<file path="src/rtl/i2s_rx_deser.sv">
// I2S slave receiver: oversamples sck/lrclk/sdin on m_clk, deserialises
// Philips-format stereo frames and emits one data_valid pulse per good
// L/R frame, or one frame_err pulse per discarded frame.
module i2s_rx_deser #(
    parameter int DW      = 32,
    parameter int TIMEOUT = 64,
    parameter int CW      = 6
) (
    input  logic          m_clk,
    input  logic          rst,
    input  logic          i2s_sck,
    input  logic          i2s_lrclk,
    input  logic          i2s_sdin,
    output logic [DW-1:0] left_data,
    output logic [DW-1:0] right_data,
    output logic          data_valid,
    output logic          frame_err,
    output logic          locked
);

    localparam int TW = $clog2(TIMEOUT + 1);

    typedef enum logic [1:0] {
        IDLE  = 2'd0,
        LEFT  = 2'd1,
        RIGHT = 2'd2
    } state_t;

    state_t state, state_next;

    logic sck_s1, sck_s2, sck_s3;
    logic lr_s1, lr_s2;
    logic sd_s1, sd_s2;
    logic lr_prev;

    logic [DW-1:0] shreg;
    logic [DW-1:0] word;
    logic [DW-1:0] left_hold;
    logic [DW-1:0] right_hold;
    logic [CW-1:0] cnt;
    logic [TW-1:0] idle_cnt;
    logic          l_ok;
    logic          commit_ok;
    logic          commit_bad;

    logic rise;
    logic lr_edge;
    logic nbits_ok;
    logic tmo;
    logic load_left;
    logic frame_ok;
    logic frame_bad;

    assign rise     = sck_s2 & ~sck_s3;
    assign lr_edge  = rise & (lr_s2 != lr_prev);
    assign word     = {shreg[DW-2:0], sd_s2};
    assign nbits_ok = (cnt == CW'(DW - 1));
    assign tmo      = (idle_cnt == TW'(TIMEOUT)) & ~rise;
    assign locked   = (state != IDLE);

    // Two-flop synchronisers plus the delayed sck copy used for edge detection.
    always_ff @(posedge m_clk) begin
        // NOTE: sequential state uses non-blocking assignments so every flop
        // samples pre-edge values, which is what a synchroniser chain needs.
        if (rst) begin
            sck_s1 <= 1'b0;
            sck_s2 <= 1'b0;
            sck_s3 <= 1'b0;
            lr_s1  <= 1'b0;
            lr_s2  <= 1'b0;
            sd_s1  <= 1'b0;
            sd_s2  <= 1'b0;
        end else begin
            sck_s1 <= i2s_sck;
            sck_s2 <= sck_s1;
            sck_s3 <= sck_s2;
            lr_s1  <= i2s_lrclk;
            lr_s2  <= lr_s1;
            sd_s1  <= i2s_sdin;
            sd_s2  <= sd_s1;
        end
    end

    // Frame state register.
    always_ff @(posedge m_clk) begin
        if (rst) state <= IDLE;
        else     state <= state_next;
    end

    // Next-state logic and one-cycle close/abort strobes.
    always_comb begin
        // NOTE: every output of this block gets a default first, so no path
        // can leave a signal unassigned and infer a latch.
        state_next = state;
        load_left  = 1'b0;
        frame_ok   = 1'b0;
        frame_bad  = 1'b0;
        unique case (state)
            IDLE: begin
                // Only a right-to-left transition arms; its closing bit is dropped.
                if (lr_edge && lr_prev) state_next = LEFT;
            end
            LEFT: begin
                if (lr_edge) begin
                    load_left  = 1'b1;
                    state_next = RIGHT;
                end else if (tmo) begin
                    frame_bad  = 1'b1;
                    state_next = IDLE;
                end
            end
            RIGHT: begin
                if (lr_edge) begin
                    state_next = LEFT;
                    if (l_ok && nbits_ok) frame_ok  = 1'b1;
                    else                  frame_bad = 1'b1;
                end else if (tmo) begin
                    frame_bad  = 1'b1;
                    state_next = IDLE;
                end
            end
            default: state_next = IDLE;
        endcase
    end

    // Shift register, slot counter and sck-activity watchdog.
    always_ff @(posedge m_clk) begin
        if (rst) begin
            shreg    <= '0;
            cnt      <= '0;
            idle_cnt <= '0;
            lr_prev  <= 1'b0;
        end else begin
            if (rise) begin
                lr_prev  <= lr_s2;
                idle_cnt <= '0;
                if (lr_edge) begin
                    cnt <= '0;
                end else begin
                    shreg <= word;
                    if (cnt != {CW{1'b1}}) cnt <= cnt + CW'(1);
                end
            end else if (idle_cnt != TW'(TIMEOUT)) begin
                idle_cnt <= idle_cnt + TW'(1);
            end
        end
    end

    // Word capture on channel close; commit strobes for the output stage.
    always_ff @(posedge m_clk) begin
        if (rst) begin
            left_hold  <= '0;
            right_hold <= '0;
            l_ok       <= 1'b0;
            commit_ok  <= 1'b0;
            commit_bad <= 1'b0;
        end else begin
            if (load_left) begin
                left_hold <= word;
                l_ok      <= nbits_ok;
            end else if (state_next == IDLE) begin
                l_ok <= 1'b0;
            end
            if (frame_ok) right_hold <= word;
            commit_ok  <= frame_ok;
            commit_bad <= frame_bad;
        end
    end

    // Output stage: publish a good frame or flag a discarded one.
    always_ff @(posedge m_clk) begin
        if (rst) begin
            left_data  <= '0;
            right_data <= '0;
            data_valid <= 1'b0;
            frame_err  <= 1'b0;
        end else begin
            data_valid <= commit_ok;
            frame_err  <= commit_bad;
            if (commit_ok) begin
                left_data  <= left_hold;
                right_data <= right_hold;
            end
        end
    end

endmodule

</file>
<file path="config.mk">
export PLATFORM = sky130hd
export DESIGN_NAME = i2s_rx_deser
export DESIGN_NICKNAME = d
export VERILOG_FILES = /design/src/rtl/i2s_rx_deser.sv
export SDC_FILE = /design/constraint.sdc
export NUM_CORES = 1
export LEC_CHECK = 0
export CAP_MARGIN = 10
export CORE_MARGIN = 2
export CORE_UTILIZATION = 53
export DETAILED_ROUTE_END_ITERATION = 8
export PLACE_DENSITY = 0.75
export REMOVE_ABC_BUFFERS = 1
export SKIP_CTS_REPAIR_TIMING = 1
export SYNTH_ARGS = -nofsm -noshare
export SYNTH_HDL_FRONTEND = slang
export SYNTH_SLANG_ARGS = --single-unit
</file>
<file path="constraint.sdc">
create_clock -name m_clk -period 2.5 [get_ports m_clk]
set_clock_uncertainty 0.2 [all_clocks]
set_input_delay 0.25 -clock m_clk [delete_from_list [all_inputs] [get_ports m_clk]]
set_output_delay 0.25 -clock m_clk [all_outputs]
set_load 0.02 [all_outputs]
</file>
==> reports/results.tsv, run 1 <==
stage	metric	value	unit
run_status	status	finished clean	
clocking	h-tree-depth	4	
pwr	power.total	5730	uW
place	placed_cells	970	
critical_path	r2r_start	sck_s2$_SDFF_PP0_	
critical_path	critPathMaxFanout	4	
critical_path	required	2.05	ns
route	first_pass_iters	5	
pwr	p_per_area	693	nW/um^2
grt	grt_pass1_wl	25.1	mm
grt	grt_pass1_vias	5442	
yosys	yosysTopAreaCell	dfxtp_1	
place	numPortBuffers	71	
yosys	synth_simple_gate_area_share	17.1	%
yosys	synthCells	766	
yosys	synthXorXnorAreaFrac	1.13	%
yosys	ys_seq_area_share	54.7	%
critical_path	r2r_slack	0.43	ns
route	postRouteAntennaNets	0	
min_path	hold_depth	2	
die	core_area	12600	sq um
clocking	root_buffer	clkbuf_16	
grt	grt_overflow	0	
yosys	syn_area	6840	sq um
yosys	synth_top_family_by_area	simple AND/OR/NAND/NOR gates	
yosys	synth_top_area_share	54.7	%
cells_and_area	final_cells	1002	
pwr	leakagePower	0.00274	uW
critical_path	crit_arrival	1.87	ns
place	dpl_worst_slack	0.459	ns
sta	slew_headroom	56.9	%
place	place_area	7690	sq um
route	vias_per_cell	5.43	
cells_and_area	multi_input_area	2830	sq um
route	drc	0	
sta	slew_violations	0	
yosys	synth.distinct_cells	40	
route	avgRoutedWirePerCell	14.3	um
yosys	avgSynthCellArea	8.93	sq um
sta	fmax	431	MHz
sta	final_hold_viol_count	0	
sta	fin_crit	2.32	ns
die	die-area	13800	sq um
yosys	synth_async_sr_flop_share	0	%
clocking	path_clk_slew	0.07	ns
place	gp_congestion	0.819	
critical_path	crit_type	flip-flop to primary output	
route	wirelength	14.4	mm
cells_and_area	register_area	3750	sq um
sta	worst_slew_pin_slew	0.646	ns
sta	rsz0062_at_grt	false	
die	std_cell_rows	41	
sta	hold_slack	0.0852	ns
cells_and_area	drive_gt1_share	6.51	%
min_path	holdCritStartpoint	rst	
cells_and_area	syn_to_final_growth	20.9	%
critical_path	cp-end-kind	primary output	
die	die_w	118	um
place	dp_hpwl	9.15	mm
cells_and_area	nFillCells	1076	
yosys	synth_mux_area_share	9.51	%
yosys	synth_edf_count	0	
clocking	cts_tree	done	
run	drv_cap	0	
sta	finalSetupViolCount	0	
die	ios	72	
yosys	synth-compound-area-share	12.3	%
min_path	hp-class	input pin to flip-flop	
cells_and_area	fin_nets	829	
sta	period_share	92.8	%
min_path	holdPathEnd	right_data[20]$_SDFFE_PP0P_	
grt	grt_usage	22.0	%
cells_and_area	antennaDiodeCount	0	
clocking	cts_buffer_depth	2	
route	first_iter_violations	418	
critical_path	cp-start-kind	flip-flop	
pwr	ir_drop	0.000384	V
yosys	synthFlopType	dfxtp_1	
grt	antenna_found_initial	0	
yosys	yosys.area_share.adder	1.28	%
clocking	cts.sinks	187	
cells_and_area	fin_area	8270	sq um
yosys	netlist_top_cells_area	dfxtp_1, mux2i_1, a21oi_1, nand2_1, nor2_1	
route	vias	5439	
yosys	ys_ff_latch	187	
grt	grt_max_degree	61	
yosys	yosysWarnings	0	
critical_path	r2r-end	l_ok$_SDFFE_PP0P_	
die	start_util	54.2	%
die	die_h	118	um
critical_path	rr_worst_depth	5	
clocking	clock_latency	0.43	ns
sta	worst_slack	0.179	ns
clocking	cts_buffers	17	
## through the flow
| step | setup TNS [ns] | util [%] |
|---|---|---|
| after detailed placement | 0 | 61.0 |
| final | 0 | 65.5 |
| after global placement | 0 | 61.0 |
| after global routing | 0 | 65.5 |
| after CTS | 0 | 65.5 |
| after floorplan | -30.68 | - |
## report_power, final
part	internal [uW]	total (uW)	switching, uW	leakage, uW
registers	2990	3000	10.2	0.00151
logic	29.7	108	78.2	0.000947
clock network	1520	2620	1100	0.000283
## worst max path at each step
| stage | startpoint | end | slack (ns) | cells after the start |
|---|---|---|---|---|
| 2_1_floorplan | commit_ok$_SDFF_PP0_ | left_data[0]$_SDFFE_PP0P_ | -0.47 | 2 |
| 3_3_place_gp | sck_s2$_SDFF_PP0_ | l_ok$_SDFFE_PP0P_ | 0.52 | 5 |
| 3_5_place_dp | sck_s2$_SDFF_PP0_ | l_ok$_SDFFE_PP0P_ | 0.46 | 5 |
| 4_1_cts | state[0]$_SDFF_PP0_ | locked | 0.15 | 4 |
| 5_1_grt | state[0]$_SDFF_PP0_ | locked | 0.12 | 4 |
| 6_report | state[0]$_SDFF_PP0_ | locked | 0.18 | 4 |
## cell usage after synthesis (5+ instances only)
| cell | instances |
|---|---|
| a21oi_1 | 103 |
| and3_1 | 5 |
| buf_2 | 12 |
| clkbuf_1 | 42 |
| dfxtp_1 | 187 |
| ha_1 | 7 |
| inv_1 | 8 |
| mux2i_1 | 65 |
| nand2_1 | 134 |
| nand3_1 | 42 |
| nor2_1 | 73 |
| nor2b_1 | 10 |
| o21ai_0 | 35 |
## flip-flops by register name, summed over array words and instances, names as in the netlist, 2 cells and up
signal,flops
left_data,32
left_hold,32
right_data,32
right_hold,32
shreg,31
idle_cnt,7
cnt,6
state,2
## placed cells by master, fill, tap and decap left out, types with 2 or more instances in the layout
cell type        instances
o211ai_1                 2
clkbuf_1                 2
or3_1                    2
nand3_1                 42
a41oi_1                  3
buf_4                   17
nor2_1                  72
nor3_1                   3
ha_1                     7
dfxtp_1                186
clkbuf_16               17
nand2_1                134
bufinv_16                2
a21oi_1                103
a211oi_1                 3
and3_1                   5
buf_12                   2
inv_1                    8
nor2b_1                 10
mux2i_1                 65
nor4_1                   2
inv_6                    2
clkinv_2                 5
clkbuf_8                 2
xor2_1                   4
clkdlybuf4s50_1         70
clkinvlp_4               2
xnor2_1                  3
o21ai_0                 35
## worst max-delay path: stages, from the launching register on
cell and delay (ns):
dfxtp_1 0.39, inv_1 0.10, ha_1 0.24, inv_1 0.10, clkdlybuf4s50_1 0.61
## per-layer routing
layer  global-route usage, %  wire length (um)  vias up
met1                    27.2              6470     2605
met2                    36.8              7030      122
met4                    11.1               226        0
li1                        -                 -     2694
met3                    4.22               636       18
met5                       0                 0        -
## logic make-up after synthesis
| logic type | after synthesis |
|---|---|
| AO/OA/AOI/OAI | 156 |
| XOR/XNOR | 8 |
| adder cells (fa/ha/maj) | 7 |
| buffers and inverters | 65 |
| flip-flops | 187 |
| multiplexers | 65 |
| AND/OR/NAND/NOR | 278 |
## final cells by class
type / count / share of cell area [%]
flip-flops and latches: 187 / 45.3
inverters: 8 / 0.363
repair buffers: 89 / 10.5
well taps: 172 / 2.60
clock inverters: 11 / 1.42
multi-input cells: 514 / 34.2
clock buffers: 21 / 5.57
Power figures use the tool's default switching activity.
==> inputs of run 2 (changes only) <==
==> constraint.sdc (replaced) <==
create_clock -name m_clk -period 2.45 [get_ports m_clk]
set_clock_uncertainty 0.2 [all_clocks]
set_input_delay 0.245 -clock m_clk [delete_from_list [all_inputs] [get_ports m_clk]]
set_output_delay 0.245 -clock m_clk [all_outputs]
set_load 0.02 [all_outputs]
==> run 2 against run 1 <==
Against the previous run: worst setup slack worse by 0.063 ns; clock power is 25% higher; sequential power is 2% higher; worst hold slack worse by 0.012 ns; die area stayed put; wire length hardly changed; total power is 13% higher; core utilization is 1.0 points higher; highest routed layer unchanged.
==> reports/results.tsv, run 2 (synthesis gave the netlist of run 1 again) <==
stage	metric	value	unit
die	die-area	13800	sq um
pwr	leakagePower	0.00280	uW
die	die_h	118	um
sta	period_share	95.3	%
route	avgRoutedWirePerCell	14.4	um
critical_path	crit_arrival	1.89	ns
min_path	hp-class	input pin to flip-flop	
critical_path	critPathMaxFanout	4	
grt	antenna_found_initial	0	
critical_path	critPathSlowestCell	clkdlybuf4s50_1	
die	start_util	54.2	%
cells_and_area	fin_area	8400	sq um
pwr	switchingPower	1200	uW
cells_and_area	final_cell_mix	dfxtp_1, nand2_1, a21oi_1, nor2_1, clkdlybuf4s50_1	
sta	worst_slew_pin_slew	0.503	ns
clocking	path_clk_slew	0.06	ns
min_path	holdPathEnd	cnt[1]$_SDFFE_PP0P_	
cells_and_area	antennaDiodeCount	0	
route	first_iter_violations	354	
cells_and_area	final_cells	1000	
clocking	clock_latency	0.42	ns
min_path	holdCritStartpoint	rst	
grt	grt_usage	21.2	%
sta	fin_tns_setup	0	ns
min_path	hold_depth	2	
cells_and_area	fin_nets	827	
run_status	status	finished clean	
place	placed_cells	968	
sta	slew_headroom	66.5	%
sta	fin_crit	2.33	ns
critical_path	crit_chain	inv_1 -> ha_1 -> inv_1 -> clkdlybuf4s50_1	
critical_path	r2r-end	right_hold[17]$_SDFFE_PP0P_	
critical_path	rr_worst_depth	5	
cells_and_area	drive_gt1_share	6.40	%
pwr	p_int	5250	uW
grt	grt_pass1_vias	5242	
route	drc	0	
critical_path	required	2.01	ns
critical_path	crit_type	flip-flop to primary output	
route	first_pass_iters	5	
run	drv_cap	0	
clocking	h-tree-depth	4	
pwr	ir_drop	0.000431	V
route	wirelength	14.4	mm
place	numPortBuffers	71	
clocking	cts.sinks	187	
pwr	power_frac_clock	50.9	%
pwr	seqPwrFrac	47.4	%
place	dp_hpwl	9.16	mm
critical_path	r2r_slack	0.40	ns
sta	fmax	429	MHz
clocking	cts_tree	done	
grt	grt_max_degree	108	
place	place_area	7680	sq um
sta	final_hold_viol_count	0	
cells_and_area	nFillCells	1058	
clocking	root_buffer	clkbuf_16	
pwr	combPwrFrac	1.7	%
place	gp_congestion	0.852	
die	std_cell_rows	41	
critical_path	cp-start-kind	flip-flop	
sta	finalSetupViolCount	0	
critical_path	critical_path.top_delay_family	buffers and inverters	
die	die_w	118	um
die	ios	72	
critical_path	cp-end-kind	primary output	
critical_path	r2r_start	lr_prev$_SDFFE_PP0P_	
cells_and_area	final_common_cell	dfxtp_1	
sta	rsz0062_at_grt	false	
clocking	cts_buffer_depth	2	
die	core_area	12600	sq um
pwr	p_per_area	768	nW/um^2
critical_path	max_stage_delay	0.61	ns
route	postRouteAntennaNets	0	
critical_path	crit_buf_inv	3	
clocking	cts_buffers	17	
sta	slew_violations	0	
route	vias_per_cell	5.44	
cells_and_area	syn_to_final_growth	22.7	%
grt	grt_overflow	0	
critical_path	cpMostUsedCell	inv_1	
pwr	switching_share	18.6	%
grt	grt_pass1_wl	24.3	mm
critical_path	critPathLaunch	state[0]$_SDFF_PP0_	
route	vias	5443	
run 2: cell types whose count changed in the layout (fill, tap and decap cells not counted):
| cell | before | now |
|---|---|---|
| bufinv_16 | 2 | 8 |
| buf_4 | 17 | 15 |
| clkinv_2 | 5 | 3 |
| clkinvlp_4 | 2 | 0 |
| clkbuf_1 | 2 | 1 |
| inv_6 | 2 | 1 |
run 2: metal layers:
layer,up-vias,GRT usage [%],share of wire [%]
met3,25,4.55,4.8
met2,162,36.1,49
li1,2688,-,-
met5,-,0,0
met4,0,8.96,1.9
met1,2568,26.1,44
run 2: worst max-delay path by stage:
stage	to	cells after the start	slack [ns]
after CTS	locked	4	0.11
after global routing	locked	4	0.04
after global placement	right_hold[20]$_SDFFE_PP0P_	5	0.55
after detailed placement	right_hold[17]$_SDFFE_PP0P_	5	0.44
final	locked	4	0.12
after floorplan	left_data[0]$_SDFFE_PP0P_	2	-0.52
run 2: worst reg2reg max path, stage by stage, from the launching register on:
cell     delay [ns]
dfxtp_1        0.47
xor2_2         0.41
and3_1         0.24
buf_4          0.34
nand3_1        0.15
a21oi_1        0.18
run 2: final cells by class:
| class | instances | area [sq um] | share of cell area [%] |
|---|---|---|---|
| inverters | 8 | 30.0 | 0.358 |
| clock buffers | 20 | 457 | 5.44 |
| flip-flops and latches | 187 | 3750 | 44.6 |
| clock inverters | 12 | 264 | 3.14 |
| multi-input cells | 514 | 2830 | 33.7 |
| well taps | 172 | 215 | 2.56 |
| repair buffers | 87 | 853 | 10.2 |
run 2: stage by stage:
stage                     worst slack, ns  util [%]  power [uW]  hold slack [ns]
after floorplan                    -0.521         -        3160            0.114
after global placement              0.547      60.8        3230            0.219
after detailed placement            0.443      60.8        3230            0.224
after CTS                           0.105      66.5        6490           0.0665
after global routing               0.0428      66.5        6640           0.0858
final                               0.116      66.5        6450           0.0735
run 2: power by group through the flow:
stage	Combinational, uW	Sequential (uW)	Clock, uW
finish	107	3060	3280
CTS	108	3060	3330
floorplan	38.3	3130	0
detailed placement	108	3130	0
global placement	104	3130	0
global route	119	3060	3460
==> inputs of run 3 (changes only) <==
--- a/config.mk
+++ b/config.mk
@@ -11,7 +11,9 @@
 export DETAILED_ROUTE_END_ITERATION = 8
 export PLACE_DENSITY = 0.75
 export REMOVE_ABC_BUFFERS = 1
+export SETUP_SLACK_MARGIN = 0.4
 export SKIP_CTS_REPAIR_TIMING = 1
+export SKIP_LAST_GASP = 1
 export SYNTH_ARGS = -nofsm -noshare
 export SYNTH_HDL_FRONTEND = slang
 export SYNTH_SLANG_ARGS = --single-unit
==> run 3 against run 2 <==
Against the previous run: worst setup slack gained 0.39 ns; cell area grew 0.48%; sequential power is essentially flat; global-route usage is the same; wire length grew 0.22%; worst hold slack gained 0.0082 ns; sequential share of layout area shrank 0.20 points; clock power is essentially flat; critical endpoint unchanged; largest cell class unchanged; highest routed layer unchanged.
==> reports/results.tsv, run 3 (synthesis gave the netlist of run 1 again) <==
stage	metric	value	unit
run_status	status	finished clean	
die	core_area	12600	sq um
clocking	h-tree-depth	4	
route	avgRoutedWirePerCell	14.4	um
sta	fmax	514	MHz
critical_path	crit_arrival	1.50	ns
pwr	ir_drop	0.000431	V
die	start_util	54.2	%
cells_and_area	final_cell_mix	dfxtp_1, nand2_1, a21oi_1, nor2_1, clkdlybuf4s50_1	
route	vias_per_cell	5.46	
die	die_w	118	um
cells_and_area	multi_input_area	2850	sq um
grt	antenna_found_initial	0	
clocking	cts_buffers	17	
cells_and_area	utilization	66.9	%
place	numPortBuffers	71	
sta	finalSetupViolCount	0	
route	vias	5456	
cells_and_area	antennaDiodeCount	0	
route	wirelength	14.4	mm
cells_and_area	fin_nets	827	
grt	grt_usage	21.2	%
cells_and_area	final_common_cell	dfxtp_1	
critical_path	cp-start-kind	flip-flop	
route	first_iter_violations	389	
critical_path	cp-end-kind	primary output	
pwr	power.total	6450	uW
cells_and_area	nFillCells	1050	
route	postRouteAntennaNets	0	
grt	grt_pass1_wl	24.3	mm
place	place_area	7680	sq um
die	ios	72	
critical_path	r2r_start	cnt[0]$_SDFFE_PP0P_	
sta	rsz0062_at_grt	false	
pwr	leakagePower	0.00282	uW
die	std_cell_rows	41	
clocking	path_clk_slew	0.06	ns
sta	worst_slew_pin_slew	0.513	ns
run	drv_cap	0	
sta	worst_slack	0.505	ns
die	die-area	13800	sq um
place	gp_congestion	0.852	
clocking	clock_latency	0.42	ns
critical_path	critPathLaunch	state[0]$_SDFF_PP0_	
sta	slew_headroom	65.8	%
sta	slew_violations	0	
critical_path	critPathSlowestCell	dfxtp_1	
sta	final_hold_viol_count	0	
sta	fin_crit	1.95	ns
clocking	cts_tree	done	
grt	grt_pass1_vias	5242	
cells_and_area	syn_to_final_growth	23.3	%
cells_and_area	fin_area	8440	sq um
die	die_h	118	um
critical_path	crit_chain	inv_1 -> ha_1 -> inv_1 -> dlymetal6s2s_1	
cells_and_area	register_area	3750	sq um
critical_path	required	2.01	ns
pwr	p_per_area	765	nW/um^2
place	dp_hpwl	9.16	mm
clocking	cts_buffer_depth	2	
grt	grt_overflow	0	
route	first_pass_iters	5	
sta	period_share	79.4	%
clocking	root_buffer	clkbuf_16	
grt	grt_max_degree	108	
route	drc	0	
critical_path	cpMostUsedCell	inv_1	
place	dpl_worst_slack	0.443	ns
min_path	holdCritStartpoint	rst	
sta	fin_tns_setup	0	ns
min_path	hp-class	input pin to flip-flop	
critical_path	critPathMaxFanout	4	
clocking	cts.sinks	187	
cells_and_area	drive_gt1_share	6.52	%
critical_path	max_stage_delay	0.39	ns
critical_path	crit_type	flip-flop to primary output	
-- run 3: changes by cell type in the layout (fill, tap and decap cells not counted), sizes merged --
cell | before | now
dlymetal6s2s | 0 | 1
clkdlybuf4s50 | 70 | 69
-- run 3: worst paths after layout --
check	slack [ns]	cells past startpoint	end
setup / recovery	0.50	4	locked
hold / removal	0.08	2	cnt[1]$_SDFFE_PP0P_
setup reg to reg	0.55	6	right_hold[17]$_SDFFE_PP0P_
hold reg to reg	0.24	1	lr_s2$_SDFF_PP0_
-- run 3: worst max-delay path: cells and delay by family (launching register included) --
kind,cells,cell delay (ns)
flip-flops,1,0.39
buffers and inverters,3,0.43
adder cells (fa/ha/maj),1,0.25
-- run 3: stage by stage --
| step | hold slack, ns | instances |
|---|---|---|
| 6_report | 0.0817 | 1000 |
| 5_1_grt | 0.0858 | 1000 |
| 4_1_cts | 0.0665 | 1000 |
| 2_1_floorplan | 0.114 | 709 |
| 3_3_place_gp | 0.219 | 968 |
| 3_5_place_dp | 0.224 | 968 |
-- run 3: metal layers --
metal  wire length [um]  track usage (%)  vias to the layer above
li1                   -                -                     2691
met1               6380             26.1                     2582
met2               7090             36.1                      156
met3                644             4.55                       27
met4                286             8.96                        0
met5                  0                0                        -
-- run 3: area by class of cell --
type / count / area share (%)
clock buffers: 20 / 5.41
clock inverters: 12 / 3.13
inverters: 8 / 0.356
multi-input cells: 514 / 33.8
flip-flops and latches: 187 / 44.4
well taps: 172 / 2.55
repair buffers: 87 / 10.3
-- run 3: power breakdown --
group,leakage [uW],total (uW),switching (uW),internal (uW)
registers,0.00151,3060,10.6,3050
logic,0.000960,109,79.5,29.1
clock network,0.000354,3280,1110,2170
